### src/rtl/mux_pkg.sv
// Shared constants and helpers for the channel-selector family (rr_mux and siblings).
package mux_pkg;

    localparam int MUX_WIDTH = 4;
    localparam int MUX_N     = 4;

    // Index width that never collapses to zero bits, even for a single-entry set.
    function automatic int idx_w(input int n);
        return (n < 2) ? 1 : $clog2(n);
    endfunction

endpackage

### src/rtl/rr_mux_if.sv
// Handshake bundle for rr_mux: N producer channels in, one registered consumer stream out.
// The force_en/force_sel pair only exists when MUX_FORCE_EN is defined.
interface rr_mux_if #(
    parameter int WIDTH = mux_pkg::MUX_WIDTH,
    parameter int N     = mux_pkg::MUX_N
);
    import mux_pkg::*;

    localparam int SELW = idx_w(N);

    logic [N*WIDTH-1:0] in_data;
    logic [N-1:0]       in_valid;
    logic [N-1:0]       in_ready;
    logic [WIDTH-1:0]   out_data;
    logic               out_valid;
    logic               out_ready;
    logic [SELW-1:0]    out_chan;
`ifdef MUX_FORCE_EN
    // force is a reserved word, so the override request is force_en.
    logic               force_en;
    logic [SELW-1:0]    force_sel;
`endif

    modport slave (
        input  in_data, in_valid, out_ready,
`ifdef MUX_FORCE_EN
        input  force_en, force_sel,
`endif
        output in_ready, out_data, out_valid, out_chan
    );

    modport master (
        output in_data, in_valid, out_ready,
`ifdef MUX_FORCE_EN
        output force_en, force_sel,
`endif
        input  in_ready, out_data, out_valid, out_chan
    );

endinterface

### src/rtl/rr_arbiter.sv
// Round-robin pointer plus rotate/priority-encode; the grant is the first requester at or after ptr.
// With MUX_FORCE_EN, force_en restricts the grant to force_sel and freezes the pointer.
module rr_arbiter
    import mux_pkg::*;
#(
    parameter  int N    = MUX_N,
    localparam int SELW = idx_w(N)
) (
    input  logic            clk,
    input  logic            rst,
    input  logic [N-1:0]    req,
    input  logic            adv,
`ifdef MUX_FORCE_EN
    input  logic            force_en,
    input  logic [SELW-1:0] force_sel,
`endif
    output logic [N-1:0]    gnt,
    output logic [SELW-1:0] gnt_idx,
    output logic            gnt_any
);

    logic [SELW-1:0] ptr_q, ptr_d;
    logic [SELW-1:0] rr_idx;
    logic            rr_any;
    logic [SELW:0]   cand;

    always_comb begin
        rr_idx = '0;
        rr_any = 1'b0;
        cand   = '0;
        for (int k = 0; k < N; k++) begin
            cand = {1'b0, ptr_q} + (SELW+1)'(k);
            if (cand >= (SELW+1)'(N)) begin
                cand = cand - (SELW+1)'(N);
            end
            if (!rr_any && req[cand[SELW-1:0]]) begin
                rr_any = 1'b1;
                rr_idx = cand[SELW-1:0];
            end
        end
    end

`ifdef MUX_FORCE_EN
    logic force_ok;
    assign force_ok = ({1'b0, force_sel} < (SELW+1)'(N)) && req[force_sel];

    always_comb begin
        gnt_idx = rr_idx;
        gnt_any = rr_any;
        if (force_en) begin
            gnt_idx = force_sel;
            gnt_any = force_ok;
        end
    end
`else
    assign gnt_idx = rr_idx;
    assign gnt_any = rr_any;
`endif

    generate
        for (genvar gi = 0; gi < N; gi++) begin : g_onehot
            assign gnt[gi] = gnt_any && (gnt_idx == SELW'(gi));
        end
    endgenerate

    always_comb begin
        ptr_d = ptr_q;
`ifdef MUX_FORCE_EN
        if (adv && gnt_any && !force_en) begin
`else
        if (adv && gnt_any) begin
`endif
            ptr_d = (gnt_idx == SELW'(N-1)) ? '0 : gnt_idx + SELW'(1);
        end
    end

    always_ff @(posedge clk) begin
        if (rst) begin
            ptr_q <= '0;
        end else begin
            ptr_q <= ptr_d;
        end
    end

endmodule

### src/rtl/rr_mux.sv
// N-input registered stream selector with round-robin arbitration and one-cycle latency.
// Define MUX_FORCE_EN to add the force_en/force_sel explicit-select override.
module rr_mux
    import mux_pkg::*;
#(
    parameter int WIDTH = MUX_WIDTH,
    parameter int N     = MUX_N
) (
    input  logic     clk,
    input  logic     rst,
    rr_mux_if.slave  bus
);

    localparam int SELW = idx_w(N);

    logic [WIDTH-1:0] word [N];
    logic [N-1:0]     gnt;
    logic [SELW-1:0]  gnt_idx;
    logic             gnt_any;
    logic             free;
    logic             take;

    logic [WIDTH-1:0] out_data_q, out_data_d;
    logic [SELW-1:0]  out_chan_q, out_chan_d;
    logic             out_valid_q, out_valid_d;

    generate
        for (genvar gi = 0; gi < N; gi++) begin : g_word
            assign word[gi] = bus.in_data[gi*WIDTH +: WIDTH];
        end
    endgenerate

    // Output slot can take a new word if empty or being drained this cycle.
    assign free = !out_valid_q || bus.out_ready;
    assign take = free && gnt_any && !rst;

    rr_arbiter #(.N(N)) u_arb (
        .clk      (clk),
        .rst      (rst),
        .req      (bus.in_valid),
        .adv      (take),
`ifdef MUX_FORCE_EN
        .force_en (bus.force_en),
        .force_sel(bus.force_sel),
`endif
        .gnt      (gnt),
        .gnt_idx  (gnt_idx),
        .gnt_any  (gnt_any)
    );

    assign bus.in_ready = (free && !rst) ? gnt : '0;

    always_comb begin
        out_data_d  = out_data_q;
        out_chan_d  = out_chan_q;
        out_valid_d = out_valid_q;
        if (take) begin
            out_data_d  = word[gnt_idx];
            out_chan_d  = gnt_idx;
            out_valid_d = 1'b1;
        end else if (free) begin
            out_valid_d = 1'b0;
        end
    end

    always_ff @(posedge clk) begin
        if (rst) begin
            out_data_q  <= '0;
            out_chan_q  <= '0;
            out_valid_q <= 1'b0;
        end else begin
            out_data_q  <= out_data_d;
            out_chan_q  <= out_chan_d;
            out_valid_q <= out_valid_d;
        end
    end

    assign bus.out_data  = out_data_q;
    assign bus.out_chan  = out_chan_q;
    assign bus.out_valid = out_valid_q;

endmodule

### src/flat_wrapper.sv
// flat-port wrapper written by rule: the top's interface ports become plain ports
module rr_mux_flat import mux_pkg::*;
#(
    parameter int WIDTH = MUX_WIDTH,
    parameter int N     = MUX_N
)
  (clk, rst, bus_in_data, bus_in_valid, bus_out_ready, bus_in_ready, bus_out_data, bus_out_valid, bus_out_chan);
  rr_mux_if #(.WIDTH(WIDTH), .N(N)) bus_i ();
  input  logic clk;
  input  logic rst;
  input wire logic [$bits(bus_i.in_data)-1:0] bus_in_data;
  input wire logic [$bits(bus_i.in_valid)-1:0] bus_in_valid;
  input wire logic [$bits(bus_i.out_ready)-1:0] bus_out_ready;
  output wire logic [$bits(bus_i.in_ready)-1:0] bus_in_ready;
  output wire logic [$bits(bus_i.out_data)-1:0] bus_out_data;
  output wire logic [$bits(bus_i.out_valid)-1:0] bus_out_valid;
  output wire logic [$bits(bus_i.out_chan)-1:0] bus_out_chan;
  assign bus_i.in_data = bus_in_data;
  assign bus_i.in_valid = bus_in_valid;
  assign bus_i.out_ready = bus_out_ready;
  assign bus_in_ready = bus_i.in_ready;
  assign bus_out_data = bus_i.out_data;
  assign bus_out_valid = bus_i.out_valid;
  assign bus_out_chan = bus_i.out_chan;
  rr_mux #(.WIDTH(WIDTH), .N(N)) u_core (.clk(clk), .rst(rst), .bus(bus_i));
endmodule
### config.mk
export PLATFORM = sky130hd
export DESIGN_NAME = rr_mux_flat
export DESIGN_NICKNAME = d
export VERILOG_FILES = /design/src/rtl/mux_pkg.sv /design/src/rtl/rr_mux_if.sv /design/src/rtl/rr_arbiter.sv /design/src/rtl/rr_mux.sv /design/src/flat_wrapper.sv
export SDC_FILE = /design/constraint.sdc
export NUM_CORES = 1
export LEC_CHECK = 0
export BUFFER_PORTS_ARGS = -buffer_cell sky130_fd_sc_hd__buf_4
export CAP_MARGIN = 20
export CORE_MARGIN = 2
export CORE_UTILIZATION = 47
export CTS_CLUSTER_SIZE = 10
export DETAILED_ROUTE_END_ITERATION = 10
export PLACE_DENSITY = 0.92
export SYNTH_ARGS = -nofsm -noshare
export SYNTH_HDL_FRONTEND = slang
export SYNTH_HIERARCHICAL = 1
export SYNTH_SLANG_ARGS = --single-unit
### constraint.sdc
create_clock -name clk -period 5.4 [get_ports clk]
set_clock_uncertainty 0.05 [all_clocks]
set_input_delay 0.27 -clock clk [delete_from_list [all_inputs] [get_ports clk]]
set_output_delay 0.27 -clock clk [all_outputs]
set_load 0.02 [all_outputs]
Word level (Yosys, flattened, before mapping)
Cells that the tools add are included.
{ "word_totals": {"register_bits": 9, "output_inout_bits": 11, "elab_cells": 71} }
{ "classes": {"add_sub_neg": 8, "order_cmp": 9, "eq_ne": 3, "n_mux": 27, "n_bitwise": 1, "reduce_logical": 19} }
{ "op_table": {"columns": ["op", "n"], "rows": [
  ["2-bit two-way mux", 9],
  ["3-bit >= comparator, second input constant", 4],
  ["2-bit by 3-bit < comparator with 1-bit output, second input constant", 4],
  ["4-bit two-way mux", 3],
  ["1-bit logical AND", 11],
  ["1-bit two-way mux", 10],
  ["1-bit binary-select mux with 2-bit select", 4],
  ["4-bit binary-select mux with 2-bit select", 1],
  ["2-bit by 1-bit subtractor with 2-bit output, second input constant", 4],
  ["2-bit by 2-bit adder with 3-bit output, second input constant", 2],
  ["1-bit zero test", 5],
  ["2-bit == test, second input constant", 2],
  ["2-bit by 1-bit adder with 3-bit output, second input constant", 1],
  ["2-bit by 3-bit >= comparator with 1-bit output, second input constant", 1],
  ["2-bit NOT with 3-bit output", 1],
  ["2-bit by 1-bit adder with 2-bit output, second input constant", 1],
  ["2-bit by 1-bit == test with 1-bit output, second input constant", 1],
  ["2-bit zero test", 1],
  ["2-bit nonzero test", 1],
  ["1-bit logical OR", 1]
]} }

Longest topological paths before layout
{ "depth": {"word_depth": 18, "depth_mapped": 8, "depth_no_buf": 7} }

Cells and area by module
Netlist, hierarchy kept.
{ "by_module_without_submodules": {"columns": ["module", "n_inst", "cells_per_inst", "area_per_inst_um2", "seq_area_each_um2"], "rows": [
  ["rr_mux", 1, 35, 407.9, 140.1],
  ["rr_arbiter", 1, 32, 279.0, 40.0]
]} }

Worst setup path after synthesis
OpenSTA, ideal clock, no wires.
{ "synth_timing": {"path_type": "reg2reg", "start": "reg u_core.u_arb.ptr_q[0]", "end": "reg u_core.out_data_q[1], in the netlist u_core/bus.out_data[1]", "arrival_time_ns": 1.814, "slack_ns": 3.421, "path_stages_with_launch": 7, "synth_period_minus_slack_ns": 1.979, "cell_sequence": "dfxtp_1 > nor2b_1 > o21bai_1 > o211a_1 > mux4_1 > and4_1 > a31o_1"} }
{ "synth_between": {"elab_chain_cells": 18, "word_cells_on_any_way": 43} }
{ "synth_rtl": {"columns": ["element", "line", "rtl"], "rows": [
  ["start: declaration", "rr_arbiter.sv:22", "logic [SELW-1:0] ptr_q, ptr_d;"],
  ["start signal: assignment", "rr_arbiter.sv:81", "ptr_q <= ptr_d;"],
  ["branches (longest 13 deep; another with 2-bit by 1-bit adder with 3-bit output)", null, null],
  ["2-bit two-way mux (*)", "rr_arbiter.sv:36", "if (!rr_any && req[cand[SELW-1:0]]) begin"],
  ["net u_core.gnt_idx[0]", "rr_mux.sv:18", "logic [SELW-1:0] gnt_idx;"],
  ["2-bit NOT with 3-bit output (implied by the code) (*)", "rr_mux.sv:58", "out_data_d = word[gnt_idx];"],
  ["4-bit binary-select mux with 2-bit select (*)", "rr_mux.sv:58", null],
  ["4-bit two-way mux (implied by the code) (*) (2 in series)", "rr_mux.sv:58", null],
  ["end signal: assignment", "rr_mux.sv:72", "out_data_q <= out_data_d;"],
  ["end: declaration", "rr_mux.sv:23", "logic [WIDTH-1:0] out_data_q, out_data_d;"]
]} }
Mark *: on every way through the listed nets, which the timed path passes. The select of a mux whose other input is x is not followed.
A chain may end at the register's enable or synchronous reset.

Worst setup path after layout
{ "layout_timing": {"start": "reg u_core.u_arb.ptr_q[1]", "end": "out bus_in_ready[3]"} }
{ "layout_between": {"elab_chain_cells": 17, "word_cells_on_any_way": 40} }
{ "layout_rtl": {"columns": ["element", "line", "rtl"], "rows": [
  ["branches (longest 13 deep; another with 2-bit by 1-bit adder with 3-bit output)", null, null],
  ["2-bit two-way mux (*)", "rr_arbiter.sv:36", null],
  ["net u_core.gnt_idx[1]", "rr_mux.sv:18", null],
  ["2-bit == test (*)", "rr_arbiter.sv:62", "assign gnt[gi] = gnt_any && (gnt_idx == SELW'(gi));"],
  ["1-bit logical AND (*)", "rr_arbiter.sv:62", null],
  ["net u_core.gnt[3]", "rr_mux.sv:17", "logic [N-1:0] gnt;"],
  ["4-bit two-way mux (*)", "rr_mux.sv:51", "assign bus.in_ready = (free && !rst) ? gnt : '0;"],
  ["end: declaration", "flat_wrapper.sv:14", "output wire logic [$bits(bus_i.in_ready)-1:0] bus_in_ready;"]
]} }
Marks and branches as above.

==> results.ini <==
[timing]
maxSlewViolCount = 0
worst_pin_slew_ps = 489
setup_violations = 0
rsz0062_at_grt = false
setup-tns-final_ps = 0
slew_headroom_pct = 67.1
fin_crit_ps = 2330
period_share_pct = 43.1
hold_viol = 0
layout_setup_ws_ps = 3070
clock.fmax_mhz = 430

[routing]
vias = 683
drt_iter0_markers = 13
ant_nets = 0
routedWlPerCell_um = 15.8
vias_per_cell = 5.89
wirelength_um = 1830
firstDrtPassIters = 4
drc = 0

[power_and_ir_drop]
ir_drop_v = 0.000164
power_density_nw_per_um2 = 236
leakage_nw = 0.481

[setup_path]
crit_path_cell_trace = a21o_1, a21boi_0, o21a_1, ha_1, nor2b_1, and3_1, buf_4
critPathKind = reg -> out
critPathLaunchType = flip-flop
cp-end-kind = output pin
slowest_delay_ps = 350
cp_data_required_time_ps = 5080
reg2reg_slack_ps = 3180
crit_fanout = 7
slowest_stage = dfxtp_1
critPathArrivalTime_ps = 2010

[clocking]
postCtsSetupBuffers = 0
htreeDepth = 1
clockBufferDepth = 2
cts_tree = yes
clock_sinks = 9
cts_made_buffers = 3
clk_transition_reported_paths_ps = 70
clk_latency_ps = 270
cts_root_buf = clkbuf_4
cts-hold-fix-buffers = 0
post_cts_resized = 0

[floorplanning]
die_h_um = 42.2
start_util_pct = 51.5
coreArea_um2 = 1330
row_count = 13
die_x_um = 42.2
io_pins = 34
design.die.area_um2 = 1780

[finish]
diodes = 0
finalNonFillerCells = 116
num-fill-cells = 96
syn_to_final_growth_pct = 39.9
finish.net_count = 129
final_core_util_pct = 72.0
layout_commonest_cell = buf_4
layout_common_cells = buf_4 (33), nor2b_1 (10), dfxtp_1 (9)
drive_gt1_share_pct = 38.6

[yosys]
yosys_warnings = 6
syn_inst = 67
synthFlopType = dfxtp_1
synth.area.top_cells = dfxtp_1 (26%), mux4_1 (11%), nor2b_1 (9.1%)
async_flop_share_pct = 0
synth_top_area_cell = dfxtp_1
synth_nets = 94
synth_edf_count = 0
synth-seq-area-share_pct = 26.2
synth_area_um2 = 687
synthDistinctLibCells = 29
syn_avg_cell_area_um2 = 10.3
ys_ff_latch = 9
synth_top_cell_area_share_pct = 26.2

[worst_hold_path]
hold_class = in -> reg

[global_routing]
antenna_found_initial = 0
grt_overflow = 0
grt_pass1_wl_um = 2900
grt_max_degree = 14
track_usage_pct = 21.6
grt_pass1_vias = 645

[placed_design]
hpwl_um = 1420
post-place-ws_ps = 3110
port-buffer-count = 33
gp_congestion = 0.871
dpl.cell_count = 112

[outcome]
outcome = completed

[flow_run]
drv_cap = 0

## state kept, by name, indices dropped and copies added (netlist names)
name	cells
u_core/u_arb/ptr_q	2
u_core/bus.out_data	4
u_core/bus.out_valid	1
u_core/bus.out_chan	2
## final timing paths
| path | start | to | cells past startpoint |
|---|---|---|---|
| max | u_core/u_arb/ptr_q[1]$_SDFFE_PP0P_ | bus_in_ready[3] | 7 |
| min | rst | u_core/u_arb/ptr_q[1]$_SDFFE_PP0P_ | 2 |
| min reg2reg | u_core/bus.out_data[0]$_SDFFE_PP0P_ | u_core/bus.out_data[0]$_SDFFE_PP0P_ | 1 |
| max reg2reg | u_core/u_arb/ptr_q[0]$_SDFFE_PP0P_ | u_core/bus.out_data[1]$_SDFFE_PP0P_ | 6 |
## critical path, delay by kind of cell, from the launching register on
kind            cells  cell delay [ps]
compound gates      3              780
flops               1              350
simple gates        2              290
fa+ha+maj           1              190
buf+inv             1              140
## cells in the mapped netlist, types with 2 or more instances
library cell / n
mux2_1: 2
nor2b_1: 10
and3_1: 4
inv_1: 4
and4_1: 4
dfxtp_1: 9
ha_1: 4
a31o_1: 4
mux4_1: 3
o21a_1: 2
o21bai_1: 3
## power breakdown
group | total, mW | internal (mW) | switching (mW)
combinational | 0.0904 | 0.0479 | 0.0425
sequential | 0.0803 | 0.0751 | 0.00522
clock | 0.0558 | 0.0274 | 0.0284
## per-stage QoR
step	instance area [um^2]	hold slack, ps	power [mW]
2_1_floorplan	687	289	0.136
3_3_place_gp	933	409	0.168
3_5_place_dp	933	417	0.171
4_1_cts	961	155	0.228
5_1_grt	961	146	0.240
6_report	961	164	0.226
## final cells by class
cell class                 instances  area, um^2  share of cell area, %
multi-input combinational         51         472                   49.1
tap                               15        18.8                   1.95
timing repair buffer              33         248                   25.8
inverter                           4        15.0                   1.56
clock inverter                     1        5.00                  0.521
clock buffer                       3        22.5                   2.34
sequential                         9         180                   18.8
## cell families (layout without fill, tap and decap cells)
group	after synthesis	count (layout)	synth area share, %
and+or+nand+nor	22	22	21.9
AOI/OAI and AO/OA	18	18	20.0
DFF	9	9	26.2
buffers and inverters	7	41	5.10
muxes	7	7	19.5
adders and majority gates	4	4	7.29
## per-layer routing
metal,routed length (um),global-route usage [%]
met5,0,0
met4,0,7.50
met3,120,5.60
met2,973,40.3
met1,740,22.9
(Power assumes the default switching activity.)
